===== src/rtl/lock_ctrl_if.sv =====
// Button, switch and status bundle between the board I/O and the lock controller.
interface lock_ctrl_if;
    logic       btn_enter;
    logic       btn_oops;
    logic       btn_clear;
    logic       btn_prog;
    logic [3:0] login;
    logic [3:0] state_flag;
    logic [1:0] tries_left;
    logic       lockout;
    logic       unlocked;

    modport master (
        output btn_enter, btn_oops, btn_clear, btn_prog, login,
        input  state_flag, tries_left, lockout, unlocked
    );

    modport slave (
        input  btn_enter, btn_oops, btn_clear, btn_prog, login,
        output state_flag, tries_left, lockout, unlocked
    );
endinterface


===== src/rtl/lock_ctrl.sv =====
// Combination-lock front end: button conditioning (sync, debounce, one-shot),
// password check, failed-try counting, timed lockout and password programming.
module lock_ctrl #(
    parameter int unsigned DEBOUNCE_CYCLES = 1000000,
    parameter int unsigned MAX_TRIES       = 3,
    parameter int unsigned LOCKOUT_CYCLES  = 500000000,
    parameter logic [3:0]  DEFAULT_PASSW   = 4'b1001
) (
    input  logic       clk,
    input  logic       reset_n,
    lock_ctrl_if.slave bus
);

    localparam int unsigned CNT_W = $clog2(DEBOUNCE_CYCLES);
    localparam int unsigned TMR_W = (LOCKOUT_CYCLES > 1) ? $clog2(LOCKOUT_CYCLES) : 1;
    localparam logic [CNT_W-1:0] CNT_MAX  = CNT_W'(DEBOUNCE_CYCLES - 1);
    localparam logic [TMR_W-1:0] TMR_LOAD = TMR_W'(LOCKOUT_CYCLES - 1);
    localparam logic [1:0]       MAX_T    = 2'(MAX_TRIES);

    // Button bit positions inside the conditioning vectors.
    localparam int unsigned B_ENTER = 0;
    localparam int unsigned B_OOPS  = 1;
    localparam int unsigned B_CLEAR = 2;
    localparam int unsigned B_PROG  = 3;

    typedef enum logic [2:0] {
        ST_IDLE,
        ST_ERROR,
        ST_LOCKOUT,
        ST_OPEN,
        ST_PROG
    } state_t;

    logic [3:0] btn_raw;

    logic [3:0] btn_s1_q, btn_s1_d;
    logic [3:0] btn_s2_q, btn_s2_d;
    logic [3:0] login_s1_q, login_s1_d;
    logic [3:0] login_s2_q, login_s2_d;
    logic [3:0][CNT_W-1:0] db_cnt_q, db_cnt_d;
    logic [3:0] db_lvl_q, db_lvl_d;
    logic [3:0] db_prev_q, db_prev_d;
    logic [3:0] press_q, press_d;

    state_t     state_q, state_d;
    logic [3:0] passw_q, passw_d;
    logic [1:0] tries_q, tries_d;
    logic [TMR_W-1:0] tmr_q, tmr_d;

    logic       enter_p, oops_p, clear_p, prog_p;
    logic [1:0] tries_dec;
    logic [3:0] flag;

    assign btn_raw = {bus.btn_prog, bus.btn_clear, bus.btn_oops, bus.btn_enter};

    assign enter_p = press_q[B_ENTER];
    assign oops_p  = press_q[B_OOPS];
    assign clear_p = press_q[B_CLEAR];
    assign prog_p  = press_q[B_PROG];

    // Synchronize inputs, debounce each button and form one-cycle press pulses.
    always_comb begin
        btn_s1_d   = btn_raw;
        btn_s2_d   = btn_s1_q;
        login_s1_d = bus.login;
        login_s2_d = login_s1_q;
        db_prev_d  = db_lvl_q;
        press_d    = db_lvl_q & ~db_prev_q;
        db_lvl_d   = db_lvl_q;
        db_cnt_d   = '0;
        for (int unsigned i = 0; i < 4; i++) begin
            if (btn_s2_q[i] != db_lvl_q[i]) begin
                if (db_cnt_q[i] == CNT_MAX) begin
                    db_lvl_d[i] = ~db_lvl_q[i];
                end else begin
                    db_cnt_d[i] = db_cnt_q[i] + CNT_W'(1);
                end
            end
        end
    end

    // Conditioning registers.
    always_ff @(posedge clk or negedge reset_n) begin
        if (!reset_n) begin
            btn_s1_q   <= '0;
            btn_s2_q   <= '0;
            login_s1_q <= '0;
            login_s2_q <= '0;
            db_cnt_q   <= '0;
            db_lvl_q   <= '0;
            db_prev_q  <= '0;
            press_q    <= '0;
        end else begin
            btn_s1_q   <= btn_s1_d;
            btn_s2_q   <= btn_s2_d;
            login_s1_q <= login_s1_d;
            login_s2_q <= login_s2_d;
            db_cnt_q   <= db_cnt_d;
            db_lvl_q   <= db_lvl_d;
            db_prev_q  <= db_prev_d;
            press_q    <= press_d;
        end
    end

    // Next state, password, try counter and lockout timer.
    always_comb begin
        state_d   = state_q;
        passw_d   = passw_q;
        tries_d   = tries_q;
        tmr_d     = tmr_q;
        tries_dec = (tries_q != '0) ? tries_q - 2'd1 : '0;
        case (state_q)
            ST_IDLE: begin
                if (enter_p) begin
                    if (login_s2_q == passw_q) begin
                        state_d = ST_OPEN;
                        tries_d = MAX_T;
                    end else begin
                        tries_d = tries_dec;
                        if (tries_dec == '0) begin
                            state_d = ST_LOCKOUT;
                            tmr_d   = TMR_LOAD;
                        end else begin
                            state_d = ST_ERROR;
                        end
                    end
                end
            end
            ST_ERROR: begin
                if (oops_p) state_d = ST_IDLE;
            end
            ST_LOCKOUT: begin
                if (tmr_q == '0) begin
                    state_d = ST_IDLE;
                    tries_d = MAX_T;
                end else begin
                    tmr_d = tmr_q - TMR_W'(1);
                end
            end
            ST_OPEN: begin
                if (clear_p)     state_d = ST_IDLE;
                else if (prog_p) state_d = ST_PROG;
            end
            ST_PROG: begin
                if (clear_p) begin
                    state_d = ST_OPEN;
                end else if (enter_p) begin
                    passw_d = login_s2_q;
                    state_d = ST_IDLE;
                end
            end
            default: state_d = ST_IDLE;
        endcase
    end

    // FSM and datapath registers.
    always_ff @(posedge clk or negedge reset_n) begin
        if (!reset_n) begin
            state_q <= ST_IDLE;
            passw_q <= DEFAULT_PASSW;
            tries_q <= MAX_T;
            tmr_q   <= '0;
        end else begin
            state_q <= state_d;
            passw_q <= passw_d;
            tries_q <= tries_d;
            tmr_q   <= tmr_d;
        end
    end

    // LED flag pattern decoded from the state register.
    always_comb begin
        flag = 4'b0001;
        case (state_q)
            ST_IDLE:    flag = 4'b0001;
            ST_ERROR:   flag = 4'b0010;
            ST_LOCKOUT: flag = 4'b0110;
            ST_OPEN:    flag = 4'b1000;
            ST_PROG:    flag = 4'b1001;
            default:    flag = 4'b0001;
        endcase
    end

    assign bus.state_flag = flag;
    assign bus.tries_left = tries_q;
    assign bus.lockout    = (state_q == ST_LOCKOUT);
    assign bus.unlocked   = (state_q == ST_OPEN) || (state_q == ST_PROG);

endmodule


===== src/flat_wrapper.sv =====
// flat-port wrapper written by rule: the top's interface ports become plain ports
module lock_ctrl_flat 
#(
    parameter int unsigned DEBOUNCE_CYCLES = 1000000,
    parameter int unsigned MAX_TRIES       = 3,
    parameter int unsigned LOCKOUT_CYCLES  = 500000000,
    parameter logic [3:0]  DEFAULT_PASSW   = 4'b1001
)
  (clk, reset_n, bus_btn_enter, bus_btn_oops, bus_btn_clear, bus_btn_prog, bus_login, bus_state_flag, bus_tries_left, bus_lockout, bus_unlocked);
  lock_ctrl_if bus_i ();
  input  logic clk;
  input  logic reset_n;
  input wire logic [$bits(bus_i.btn_enter)-1:0] bus_btn_enter;
  input wire logic [$bits(bus_i.btn_oops)-1:0] bus_btn_oops;
  input wire logic [$bits(bus_i.btn_clear)-1:0] bus_btn_clear;
  input wire logic [$bits(bus_i.btn_prog)-1:0] bus_btn_prog;
  input wire logic [$bits(bus_i.login)-1:0] bus_login;
  output wire logic [$bits(bus_i.state_flag)-1:0] bus_state_flag;
  output wire logic [$bits(bus_i.tries_left)-1:0] bus_tries_left;
  output wire logic [$bits(bus_i.lockout)-1:0] bus_lockout;
  output wire logic [$bits(bus_i.unlocked)-1:0] bus_unlocked;
  assign bus_i.btn_enter = bus_btn_enter;
  assign bus_i.btn_oops = bus_btn_oops;
  assign bus_i.btn_clear = bus_btn_clear;
  assign bus_i.btn_prog = bus_btn_prog;
  assign bus_i.login = bus_login;
  assign bus_state_flag = bus_i.state_flag;
  assign bus_tries_left = bus_i.tries_left;
  assign bus_lockout = bus_i.lockout;
  assign bus_unlocked = bus_i.unlocked;
  lock_ctrl #(.DEBOUNCE_CYCLES(DEBOUNCE_CYCLES), .MAX_TRIES(MAX_TRIES), .LOCKOUT_CYCLES(LOCKOUT_CYCLES), .DEFAULT_PASSW(DEFAULT_PASSW)) u_core (.clk(clk), .reset_n(reset_n), .bus(bus_i));
endmodule

===== config.mk =====
export PLATFORM = sky130hd
export DESIGN_NAME = lock_ctrl_flat
export DESIGN_NICKNAME = d
export VERILOG_FILES = /design/src/rtl/lock_ctrl_if.sv /design/src/rtl/lock_ctrl.sv /design/src/flat_wrapper.sv
export SDC_FILE = /design/constraint.sdc
export NUM_CORES = 1
export LEC_CHECK = 0
export ABC_AREA = 1
export ABC_CLOCK_PERIOD_IN_PS = 2800
export CAP_MARGIN = 20
export CORE_MARGIN = 5
export CORE_UTILIZATION = 56
export CTS_BUF_LIST = sky130_fd_sc_hd__clkbuf_2
export CTS_CLUSTER_SIZE = 8
export DETAILED_ROUTE_END_ITERATION = 16
export PLACE_DENSITY = 0.73
export SYNTH_ARGS = -nofsm -noshare
export SYNTH_HDL_FRONTEND = slang
export SYNTH_SLANG_ARGS = --single-unit

===== constraint.sdc =====
create_clock -name clk -period 2.8 [get_ports clk]
set_input_delay 0.28 -clock clk [delete_from_list [all_inputs] [get_ports clk]]
set_output_delay 0.28 -clock clk [all_outputs]
set_load 0.01 [all_outputs]

* Yosys cells after proc, flatten, opt, wreduce, memory -nomap -nowiden
Cells that the tools add are included.
** Storage, ports and cells
- Bits in registers :: 146
- Latch bits :: 0
- Memory bits (writable) :: 0
- Bits in read-only memories :: 0
- Bits of input ports :: 10
- Output and inout port bits :: 8
- Logic and storage cells :: 95
- Memories kept :: 0
** Operators by class
- Add/subtract/negate cells :: 6
- Multiply operators :: 0
- Div/mod/pow operators :: 0
- $lt $le $gt $ge :: 0
- Equal/unequal tests :: 21
- Shifts and indexed selects :: 0
- Muxes and demuxes :: 29
- Bitwise gates (word level) :: 7
- Reductions and logical operators :: 14
** Operator list (number)
- $mux W20 :: 8
- $mux W29 :: 4
- $add A20 B1 Y20 const B :: 4
- $eq A20 B20 Y1 const B :: 4
- $pmux W29 S2 :: 1
- $logic_not A29 Y1 :: 1
- $sub A29 B1 Y29 const B :: 1
- $mux W3 :: 8
- $pmux W4 S4 :: 1
- $pmux W3 S5 :: 1
- $mux W2 :: 5
- $reduce_and A5 Y1 :: 2
- $ne A2 B1 Y1 const B :: 4
- $reduce_and A2 Y1 :: 4
- $eq A3 B2 Y1 const B :: 2
- $ne A3 B1 Y1 const B :: 2
- $reduce_and A3 Y1 :: 2
- $not A1 Y1 :: 5
- $and A4 B4 Y4 :: 1
- $eq A4 B4 Y1 :: 1
- $ne A1 B1 Y1 :: 4
- $ne A2 B2 Y1 const B :: 2
- $not A4 Y4 :: 1
- $pmux W2 S2 :: 1
- other kinds (7) :: 8

* Depth between registers and ports, before layout
Gate-level depths: netlist of the first run.
- Depth in word-level cells :: 7
- Mapped depth :: 12

* Least setup slack after synthesis of the first run
Ideal clock, no wire load.
- Kind :: reg2reg
- From :: register u_core.tmr_q[0]
- To :: register u_core.tmr_q[18]
- Library setup time :: 116 ps
- Arrival :: 1397 ps
- Data required time :: 2684 ps
- Setup slack :: 1287 ps
- Stages on the path, launching flop included :: 12
- Buffers on the path :: 2
- Period minus slack after synthesis :: 1513 ps
- Cells stage by stage :: dfrtp_1 > inv_1 > ha_1 > nand4_1 > nor2_4 > nand2_2 > nor2_2 > nor2_2 > buf_6 > buf_12 > nand2_2 > nand2_1
** Between the ends
- Cells in the longest elaborated chain, start to end :: 3
- Elaborated cells between the ends (all ways) :: 6
- Classes of those cells :: add/sub: 1; eq/ne: 1; mux: 2; reduce/logical: 2
** Ends and longest elaborated chain
- from (decl) :: line lock_ctrl.sv:48 : logic [TMR_W-1:0] tmr_q, tmr_d;
- from (signal assigned) :: line lock_ctrl.sv:167 : tmr_q <= tmr_d;
- $sub A29 B1 Y29 / $logic_not A29 Y1 (equally long branches) :: line lock_ctrl.sv:137, lock_ctrl.sv:133
- $mux W29 / $ne A2 B2 Y1 (equally long branches)
- $pmux W29 S2 / $reduce_and A5 Y1 (equally long branches)
Parallel ways exist; a longest one is shown, timed or not. The select of a mux whose other input is x is not followed.
A chain may end at the register's enable or synchronous reset.

* Worst setup path in the final report of the first run
- From :: register u_core.state_q[2]
- To :: output bus_state_flag[2]
** Between the ends
- Cells in the longest elaborated chain, start to end :: 2
- Elaborated cells between the ends (all ways) :: 5
- Classes of those cells :: eq/ne: 4; mux: 1
** Ends and longest elaborated chain
- from (decl) :: line lock_ctrl.sv:45 : state_t state_q, state_d;
- from (signal assigned) :: line lock_ctrl.sv:164 : state_q <= state_d;
- $eq A3 B3 Y1, or another cell as far along :: line lock_ctrl.sv:174 : case (state_q)
- $pmux W4 S4 (*) :: line lock_ctrl.sv:174
- to (decl) :: line flat_wrapper.sv:18 : output wire logic [$bits(bus_i.state_flag)-1:0] bus_state_flag;
Every way passes the cells marked *; elsewhere a longest branch is shown, timed or not.

==> results.ini, run 1 <==
[outcome]
outcome=finished, final reports clean

[grt]
globalRouteTotalUtil_pct=20.38
grt_max_degree=67
grt_pass1_vias=6026
global_route.overflow_total=0
grt_antenna_before_repair=1
wire_length_of_the_first_global_routing_pass_um=27460

[place]
detailed_place_hpwl_um=11140
portBuffers=17
placed_area_mm2=0.008203
routabilityCongestion=0.8827

[sta]
slew_headroom_pct=58.18
worstMarginPinSlew_ns=0.6266
max_clock_freq_mhz=400.3
fin_crit_sh_pct=89.21
timing.final.crit_period_ns=2.498
finalClockSkew_ns=0.02093
finalHoldViolCount=0
totalNegativeSetupSlack_ns=0
drv_slew=0
grt_setup_unrepaired=false
timing.final.setup_violations=0
worst_hold_margin_ns=0.05514

[setup_path]
arrival_ns=2.22
crit_buf_inv=3
rr_startpoint=u_core.db_cnt_q[0]
required_time_of_the_critical_path_ns=2.52
worst-path-max-fanout=11
critPathTopFamily=buffers and inverters
critPathCaptureType=output port
crit_path_top_delay_cell=clkdlybuf4s50_1
crit_chain=nor2_1, nand2_1, buf_4, inv_1, clkdlybuf4s50_1
start_kind=flop
path_class=reg -> out
critPathMaxStageDelay_ns=0.52
startpoint=u_core.state_q[2]

[floorplanning]
floorplan.die_area_mm2=0.01649
placementRows=43
design.core.area_mm2=0.01383
die-height_um=128.4
fp.dieW_um=128.4
floorplan.initialDensity_pct=56.78
ioPinCount=18

[synthesis]
ys_dominant_reg_cell=dfrtp_1
yosys.area.top_type_share_pct=45.26
yosysTopAreaCell=dfrtp_1
syn-num-nets=1033
synthesis.instances=1017
synth_edf_count=0
ys_seq_elements=146
synthDistinctLibCells=39
synth.area.top_cells=dfrtp_1, nand2_1, nor2_1, inv_1, nand3_1
yosysSeqAreaShare_pct=46.60
synth_warnings=0
syn-mean-instance-area_um2=7.720
netlist_area_before_placement_mm2=0.007851
synth_async_sr_flop_share_pct=100.0

[layout]
fillerInstances=1268
area_growth_syn_to_layout_pct=8.159
drive_gt1_share_pct=9.185
seqCellArea_mm2=0.003659
fin_nets=1070
multi_input_area_mm2=0.003659
final_area_mm2=0.008492

[clock_network]
cts_resized=0
clk_latency_ns=0.70
cts_bufs_inserted=17
clock-root-buffer=clkbuf_2
clock_sinks=146
cts_tree=yes
number_of_buffers_inserted_by_hold_repair_at_cts=9
htreeDepth=4
cts.reportedPaths.clkPinSlew_ns=0.19
max-clock-path-buffers=2
post_cts.repair.setup_buffers=0

[power_and_ir_drop]
cell_internal_pwr_uw=2505
combinationalPowerShare_pct=3.7
irDropWorstVdd_mv=0.3902
p_switching_uw=825.4
power-per-cell-area_mw_per_mm2=392.2
netSwitchingFraction_pct=24.78
total_power_uw=3331
static-leakage-power_uw=0.004154
power.sequential.fraction_pct=64.6
clock_power_share_pct=31.6

[drt]
detail-route-antenna-nets=0
route.vias.total=6294
drc_errors=0
dr.pass1.iters=7
routed_via_density=5.039
drtIter0Drc=400
detail_route.wl_per_cell_um=12.35
routed_wl_um=15420

[run]
maxCapViolCount=0

[worst_hold_path]
min_path_type=in -> async

synthesized netlist by cell type, types with 5 or more instances:
library cell,instances
xor2_1,39
buf_2,6
dfrtp_1,142
o21ai_0,22
nor2_1,176
nand2_2,14
nor2_2,20
nand2_1,253
xnor2_1,12
nand3_1,81
ha_1,6
inv_1,108
nor3_1,31
nand4_1,32
nor3_2,5
a21oi_1,17
inv_2,6
flip-flops by register name, summed over array words and instances, names as in the netlist:
name                   flops
u_core.db_cnt_q           80
u_core.tmr_q              29
u_core.btn_s1_q            4
u_core.btn_s2_q            4
u_core.db_lvl_q            4
u_core.db_prev_q           4
u_core.login_s1_q          4
u_core.login_s2_q          4
u_core.passw_q             4
u_core.press_q             4
u_core.state_q             3
u_core.bus.tries_left      2
power groups by stage:
stage	clock network, uW	logic [uW]	registers [uW]
2_1_floorplan	0	48.4	2190
3_3_place_gp	0	117	2190
3_5_place_dp	0	119	2190
4_1_cts	1090	129	2150
5_1_grt	1180	146	2160
6_report	1050	125	2150
per-layer routing:
layer  part of all wire [%]  wire length, um  GRT usage, %
met4                   0.88              136         5.743
met3                    3.7              563         4.317
met2                     47             7298         33.16
met1                     48             7423         27.82
met5                      0                0             0
final timing paths:
kind                                   endpoint  slack (ns)  depth (start not counted)
setup / recovery              bus_state_flag[2]        0.30                          5
hold / removal              u_core.db_cnt_q[57]        0.06                          2
setup reg to reg            u_core.db_cnt_q[16]        0.81                          8
hold reg to reg            u_core.login_s2_q[1]        0.37                          0
max in group asynchronous   u_core.db_cnt_q[36]        1.97                          3
min in group clk           u_core.login_s2_q[1]        0.37                          0
cell usage in the layout (no fill, tap or decap), types with 3 or more instances in the layout:
master           count
nand2_2             14
or2_0                3
inv_2                6
o21ai_0             22
dfrtp_1            142
ha_1                 6
clkdlybuf4s50_1     16
nor3_4               3
xnor2_1             12
xor2_1              39
dlygate4sd3_1        9
buf_4                4
nor2_1             176
a21oi_1             17
nand2_1            253
clkinv_1             7
nor3_2               5
nand3b_1             4
clkbuf_2            21
nand4_1             32
nand3_1             81
dfstp_2              4
nor3_1              31
mux2_2               4
inv_1              108
nor2_2              20
layout make-up:
cell class                 count  share of cell area (%)
multi-input combinational    741                   43.08
clock inverter                11                   1.046
timing repair buffer          31                   3.669
tap                          180                   2.652
sequential                   146                   43.08
clock buffer                  21                   1.238
inverter                     117                   5.172
antenna                        2                 0.05894
logic make-up after synthesis:
kind of cell               count (synthesis)  synth area share (%)
and+or+nand+nor                          635                 36.33
DFF                                      146                 46.60
buffers and inverters                    130                 6.805
xor gates and xnor gates                  51                 5.689
AOI/OAI and AO/OA                         45                 3.044
adders and majority gates                  6                0.9561
muxes                                      4                0.5737
stage by stage:
step           util, %  cells  setup slack (ns)
2_1_floorplan        -   1017             1.287
3_3_place_gp     59.32   1206            0.9885
3_5_place_dp     59.32   1206            0.8430
4_1_cts          61.38   1247            0.2261
5_1_grt          61.42   1249            0.1252
6_report         61.42   1249            0.3020
(Power assumes the default switching activity.)
==> inputs of run 2 (changes only) <==
--- a/config.mk
+++ b/config.mk
@@ -8,6 +8,7 @@
 export ABC_AREA = 1
 export ABC_CLOCK_PERIOD_IN_PS = 2800
 export CAP_MARGIN = 20
+export CORE_ASPECT_RATIO = 0.6
 export CORE_MARGIN = 5
 export CORE_UTILIZATION = 56
 export CTS_BUF_LIST = sky130_fd_sc_hd__clkbuf_2
==> run 2 against run 1 <==
Compared with the run above: sequential power about the same; clock-buffer cell count unchanged; clock skew up 0.011 ns; critical endpoint is now bus_lockout; largest power group unchanged; highest routed layer unchanged.
==> results.ini, run 2 (synthesis gave the netlist of run 1 again) <==
[outcome]
outcome=finished, final reports clean

[setup_path]
crit_path_top_delay_cell=clkdlybuf4s50_1
crit_chain=nor2_1, nand2_1, buf_4, inv_6, clkdlybuf4s50_1
r2r_cells=8  ; unchanged
arrival_ns=2.31  ; +0.09 ns
start_kind=flop
critPathMaxStageDelay_ns=0.57  ; +0.05 ns
critPathCaptureType=output port
path_class=reg -> out
required_time_of_the_critical_path_ns=2.52  ; about the same
worst-path-max-fanout=25  ; +14

[drt]
routed_via_density=5.077  ; +0.75%
drc_errors=0  ; unchanged
detail_route.wl_per_cell_um=13.12  ; +6.3%
dr.pass1.iters=5  ; -2
route.vias.total=6382  ; +1.4%
drtIter0Drc=622  ; +56%
detail-route-antenna-nets=0  ; unchanged
routed_wl_um=16490  ; +6.9%

[sta]
worstMarginPinSlew_ns=0.6078  ; -0.01878 ns
drv_slew=0  ; unchanged
timing.final.crit_period_ns=2.590  ; +0.09235 ns
totalNegativeSetupSlack_ns=0  ; unchanged
finalHoldViolCount=0  ; unchanged
worst_hold_margin_ns=0.06021  ; +0.005065 ns
max_clock_freq_mhz=386.1  ; -3.6%
timing.final.setup_violations=0  ; unchanged
finalClockSkew_ns=0.03199  ; +0.01106 ns
slew_headroom_pct=59.43  ; +1.3 points
grt_setup_unrepaired=false
fin_crit_sh_pct=92.51  ; +3.3 points

[clock_network]
cts_tree=yes
clock_sinks=146  ; unchanged
cts_bufs_inserted=17  ; unchanged
cts.reportedPaths.clkPinSlew_ns=0.24  ; +0.05 ns
htreeDepth=4  ; unchanged
clock-root-buffer=clkbuf_2
max-clock-path-buffers=2  ; unchanged
clk_latency_ns=0.67  ; -0.03 ns

[layout]
area_growth_syn_to_layout_pct=8.606
largest-register=u_core.db_cnt_q
seqCellArea_mm2=0.003659  ; unchanged
reg.largest.list=u_core.db_cnt_q: 80 flops, u_core.tmr_q: 29 flops
fillerInstances=1220  ; -3.8%
finalCoreUtilization_pct=62.20  ; +0.79 points
fin_nets=1068  ; -0.19%
most_frequent_cells_in_the_layout=nand2_1, nor2_1, dfrtp_1, inv_1, nand3_1
drive_gt1_share_pct=9.296  ; +0.11 points
antenna-diode-count=0  ; -2
final_area_mm2=0.008527  ; +0.41%
largest_register_ff_count=80  ; unchanged
final_common_cell=nand2_1
multi_input_area_mm2=0.003659  ; unchanged

[floorplanning]
placementRows=33  ; -23%
floorplan.die_area_mm2=0.01657  ; +0.47%
die-height_um=101.7  ; -21%
ioPinCount=18  ; unchanged
design.core.area_mm2=0.01371  ; -0.86%
fp.dieW_um=162.9  ; +27%
floorplan.initialDensity_pct=57.27  ; +0.49 points

[run]
maxCapViolCount=0  ; unchanged

[place]
detailed_place_hpwl_um=12200  ; +9.4%
routabilityCongestion=0.9200  ; +4.2%
portBuffers=17  ; unchanged
placed_area_mm2=0.008210  ; about the same

[grt]
wire_length_of_the_first_global_routing_pass_um=28650  ; +4.3%
globalRouteTotalUtil_pct=21.60  ; +1.2 points
global_route.overflow_total=0  ; unchanged
grt_antenna_before_repair=0  ; -1
grt_pass1_vias=5592  ; -7.2%
grt_max_degree=67  ; unchanged

[worst_hold_path]
min_path_type=in -> async

[power_and_ir_drop]
total_power_uw=3483  ; +4.6%
static-leakage-power_uw=0.004155  ; about the same
power-per-cell-area_mw_per_mm2=408.5  ; +4.2%
irDropWorstVdd_mv=0.3340  ; -14%

run 2: changes by cell type in the layout (fill, tap and decap cells not counted):
cell,before,now
clkinvlp_4,1,2
clkinv_1,7,5
inv_2,6,5
clkinv_2,2,0
bufinv_16,1,2
inv_6,1,5
diode_2,2,0
dlygate4sd3_1,9,8
clkinv_4,2,1
buf_4,4,3
run 2: worst max-delay path, delay by kind of cell (launching register included):
kind,cells,cell delay [ns]
buffers and inverters,3,0.95
AND/OR/NAND/NOR,2,0.21
flip-flops,1,0.50
run 2: per-layer routing:
| metal | up-vias | wire (um) | GRT usage, % | share of wire, % |
|---|---|---|---|---|
| li1 | 3290 | - | - | - |
| met2 | 196 | 6055 | 26.50 | 37 |
| met4 | 0 | 138 | 5.026 | 0.84 |
| met3 | 12 | 986 | 3.863 | 6.0 |
| met5 | - | 0 | 0 | 0 |
| met1 | 2884 | 9312 | 37.76 | 56 |
run 2: final timing paths:
path | from | to | slack (ns)
worst max-delay path | u_core.state_q[2] | bus_lockout | 0.21
worst min-delay path | reset_n | u_core.db_cnt_q[57] | 0.06
worst max register to register | u_core.db_cnt_q[0] | u_core.db_cnt_q[16] | 0.72
worst min register to register | u_core.btn_s1_q[1] | u_core.btn_s2_q[1] | 0.37
max in group asynchronous | reset_n | u_core.tmr_q[12] | 1.94
min in group clk | bus_login[1] | u_core.login_s1_q[1] | 0.09
run 2: power breakdown:
part	switching (uW)	total (uW)	internal, uW	leakage, uW
combinational	83.7	126	42.4	0.00204
clock	773	1200	430	0.000141
sequential	16.2	2150	2140	0.00198
run 2: area by class of cell:
type	instances	area share [%]
sequential	146	42.91
multi-input combinational	741	42.91
inverter	117	5.209
timing repair buffer	29	3.448
tap	192	2.817
clock inverter	11	1.482
clock buffer	21	1.233
run 2: per-stage QoR:
| stage | instances | setup slack, ns |
|---|---|---|
| 3_3_place_gp | 1217 | 0.7330 |
| 5_1_grt | 1257 | 0.007512 |
| 2_1_floorplan | 1017 | 1.287 |
| 4_1_cts | 1257 | 0.08369 |
| 3_5_place_dp | 1217 | 0.6948 |
| 6_report | 1257 | 0.2097 |
run 2: repair_timing:
action / CTS / global route
hold buffers: 8 / 0
endpoints found under the setup margin: 1 / 1
resized for setup: 1 / 1
gates cloned: 0 / 0
pin swaps: 0 / 0
endpoints found under the hold margin: 132 / 0
setup buffers: 0 / 0
==> inputs of run 3 (changes only) <==
--- a/config.mk
+++ b/config.mk
@@ -14,7 +14,8 @@
 export CTS_BUF_LIST = sky130_fd_sc_hd__clkbuf_2
 export CTS_CLUSTER_SIZE = 8
 export DETAILED_ROUTE_END_ITERATION = 16
-export PLACE_DENSITY = 0.73
+export MAX_ROUTING_LAYER = met4
+export PLACE_DENSITY = 0.75
 export SYNTH_ARGS = -nofsm -noshare
 export SYNTH_HDL_FRONTEND = slang
 export SYNTH_SLANG_ARGS = --single-unit
==> run 3 against run 2 <==
Compared with the run above: power shrank 1.7%; critical path type unchanged; wire length grew 1.6%; die area is the same; sequential power is essentially flat; highest routed layer unchanged; first-iteration DRC count grew 6.8%; critical endpoint is now bus_state_flag[1]; register-to-register slack gained 0.07 ns; clock power shrank 5%; non-clock buffer count grew 1; hold slack gained 0.022 ns; design area shrank 0.13%.
==> results.ini, run 3 (synthesis gave the netlist of run 1 again) <==
[outcome]
outcome=finished, final reports clean

[drt]
drtIter0Drc=664  ; +6.8%
dr.pass1.iters=5  ; unchanged
route.vias.total=6507  ; +2.0%
detail-route-antenna-nets=0  ; unchanged
detail_route.wl_per_cell_um=13.32  ; +1.5%
routed_wl_um=16750  ; +1.6%
drc_errors=0  ; unchanged
routed_via_density=5.172  ; +1.9%

[power_and_ir_drop]
p_switching_uw=912.7  ; +4.6%
static-leakage-power_uw=0.004152  ; about the same
irDropWorstVdd_mv=0.3349  ; +0.26%
power-per-cell-area_mw_per_mm2=401.9  ; -1.6%
netSwitchingFraction_pct=26.67  ; +1.6 points
combinationalPowerShare_pct=3.7  ; about the same
cell_internal_pwr_uw=2510  ; -3.8%
power.sequential.fraction_pct=63.0  ; +1.2 points
clock_power_share_pct=33.3  ; -1.3 points

[sta]
slew_headroom_pct=56.67  ; -2.8 points
worst_hold_margin_ns=0.08199  ; +0.02179 ns
grt_setup_unrepaired=false
totalNegativeSetupSlack_ns=0  ; unchanged
timing.final.setup_violations=0  ; unchanged
max_clock_freq_mhz=383.7  ; -0.62%
finalHoldViolCount=0  ; unchanged
fin_crit_sh_pct=93.09  ; +0.57 points
finalClockSkew_ns=0.03377  ; +0.001777 ns
drv_slew=0  ; unchanged
timing.final.crit_period_ns=2.606  ; +0.01606 ns
worstMarginPinSlew_ns=0.6493  ; +0.04146 ns

[layout]
fin_nets=1069  ; +0.094%
most_frequent_cells_in_the_layout=nand2_1, nor2_1, dfrtp_1, inv_1, nand3_1
antenna-diode-count=0  ; unchanged
final_common_cell=nand2_1
final_area_mm2=0.008516  ; -0.13%
largest_register_ff_count=80  ; unchanged
largest-register=u_core.db_cnt_q
fillerInstances=1207  ; -1.1%
reg.largest.list=u_core.db_cnt_q: 80 flops, u_core.tmr_q: 29 flops
area_growth_syn_to_layout_pct=8.462
drive_gt1_share_pct=9.193  ; -0.10 points

[grt]
grt_antenna_before_repair=0  ; unchanged
globalRouteTotalUtil_pct=22.62  ; +1.0 points
grt_pass1_vias=5879  ; +5.1%
wire_length_of_the_first_global_routing_pass_um=29040  ; +1.4%
global_route.overflow_total=0  ; unchanged
grt_max_degree=60  ; -10%

[clock_network]
clk_latency_ns=0.68  ; about the same
cts_bufs_inserted=17  ; unchanged
max-clock-path-buffers=2  ; unchanged
cts.reportedPaths.clkPinSlew_ns=0.24  ; about the same
clock-root-buffer=clkbuf_2
clock_sinks=146  ; unchanged
cts_tree=yes
post_cts.repair.setup_buffers=0  ; unchanged
htreeDepth=4  ; unchanged

[setup_path]
required_time_of_the_critical_path_ns=2.52  ; about the same
worst-path-max-fanout=8  ; -68%
start_kind=flop
startpoint=u_core.state_q[1]
rr_startpoint=u_core.passw_q[0]
critPathCaptureType=output port
path_class=reg -> out
arrival_ns=2.33  ; +0.02 ns
critPathMaxStageDelay_ns=0.61  ; +0.04 ns
crit_path_top_delay_cell=clkdlybuf4s50_1
crit_chain=nor2_2, inv_2, nand2_1, a21oi_1, clkdlybuf4s50_1

[place]
placed_area_mm2=0.008218  ; about the same
portBuffers=17  ; unchanged
routabilityCongestion=0.9026  ; -1.9%
detailed_place_hpwl_um=12420  ; +1.8%

[floorplanning]
floorplan.initialDensity_pct=57.27  ; unchanged
design.core.area_mm2=0.01371  ; unchanged
fp.dieW_um=162.9  ; unchanged
ioPinCount=18  ; unchanged
floorplan.die_area_mm2=0.01657  ; unchanged
die-height_um=101.7  ; unchanged
placementRows=33  ; unchanged

[worst_hold_path]
min_path_type=in -> async

[run]
maxCapViolCount=0  ; unchanged

==> run 3: layer usage <==
metal  vias up  global-route usage (%)  wire length (um)
met3         9                   4.473               878
li1       3301                       -                 -
met5         -                       -                 0
met1      3033                   36.83              9181
met4         0                   3.802                91
met2       164                   28.85              6602
==> run 3: final timing paths <==
check / endpoint / slack (ns) / cells past startpoint
max in group asynchronous: u_core.tmr_q[15] / 1.96 / 3
min in group clk: u_core.login_s1_q[0] / 0.09 / 1
worst max register to register: u_core.tmr_q[24] / 0.79 / 8
worst min-delay path: u_core.db_cnt_q[57] / 0.08 / 2
worst min register to register: u_core.btn_s2_q[3] / 0.36 / 0
worst max-delay path: bus_state_flag[1] / 0.19 / 5
==> run 3: power groups by stage <==
stage	combinational, uW	sequential, uW	clock [uW]
2_1_floorplan	48.4	2190	0
3_3_place_gp	121	2190	0
3_5_place_dp	122	2190	0
4_1_cts	132	2160	1180
5_1_grt	151	2160	1280
6_report	128	2150	1140
==> run 3: worst max-delay path, delay by kind of cell, from the launching register on <==
family,cells,cell delay (ns)
DFF,1,0.52
AOI/OAI and AO/OA,1,0.30
buffers and inverters,2,0.69
and+or+nand+nor,2,0.16
==> run 3: layout make-up <==
cell class	count	area (um^2)	share of cell area, %
clock buffer	17	85.08	0.9991
clock inverter	15	130.1	1.528
tap	192	240.2	2.821
timing repair buffer	30	301.5	3.541
inverter	117	441.7	5.187
sequential	146	3659	42.96
multi-input combinational	741	3659	42.96
==> run 3: per-stage QoR <==
stage                     setup WS [ns]  instances  total power [uW]  util [%]
after floorplan                   1.287       1017              2235         -
after global placement           0.8743       1218              2310     59.95
after detailed placement         0.8445       1218              2313     59.95
after CTS                       0.06410       1258              3469     62.10
after global routing            0.01259       1258              3586     62.12
final                            0.1936       1258              3423     62.12
==> run 3: timing repair <==
item / CTS / global route
setup endpoints to repair: 0 / 1
gates resized for setup: 0 / 2
hold buffers: 8 / 0
hold endpoints to repair: 124 / 0
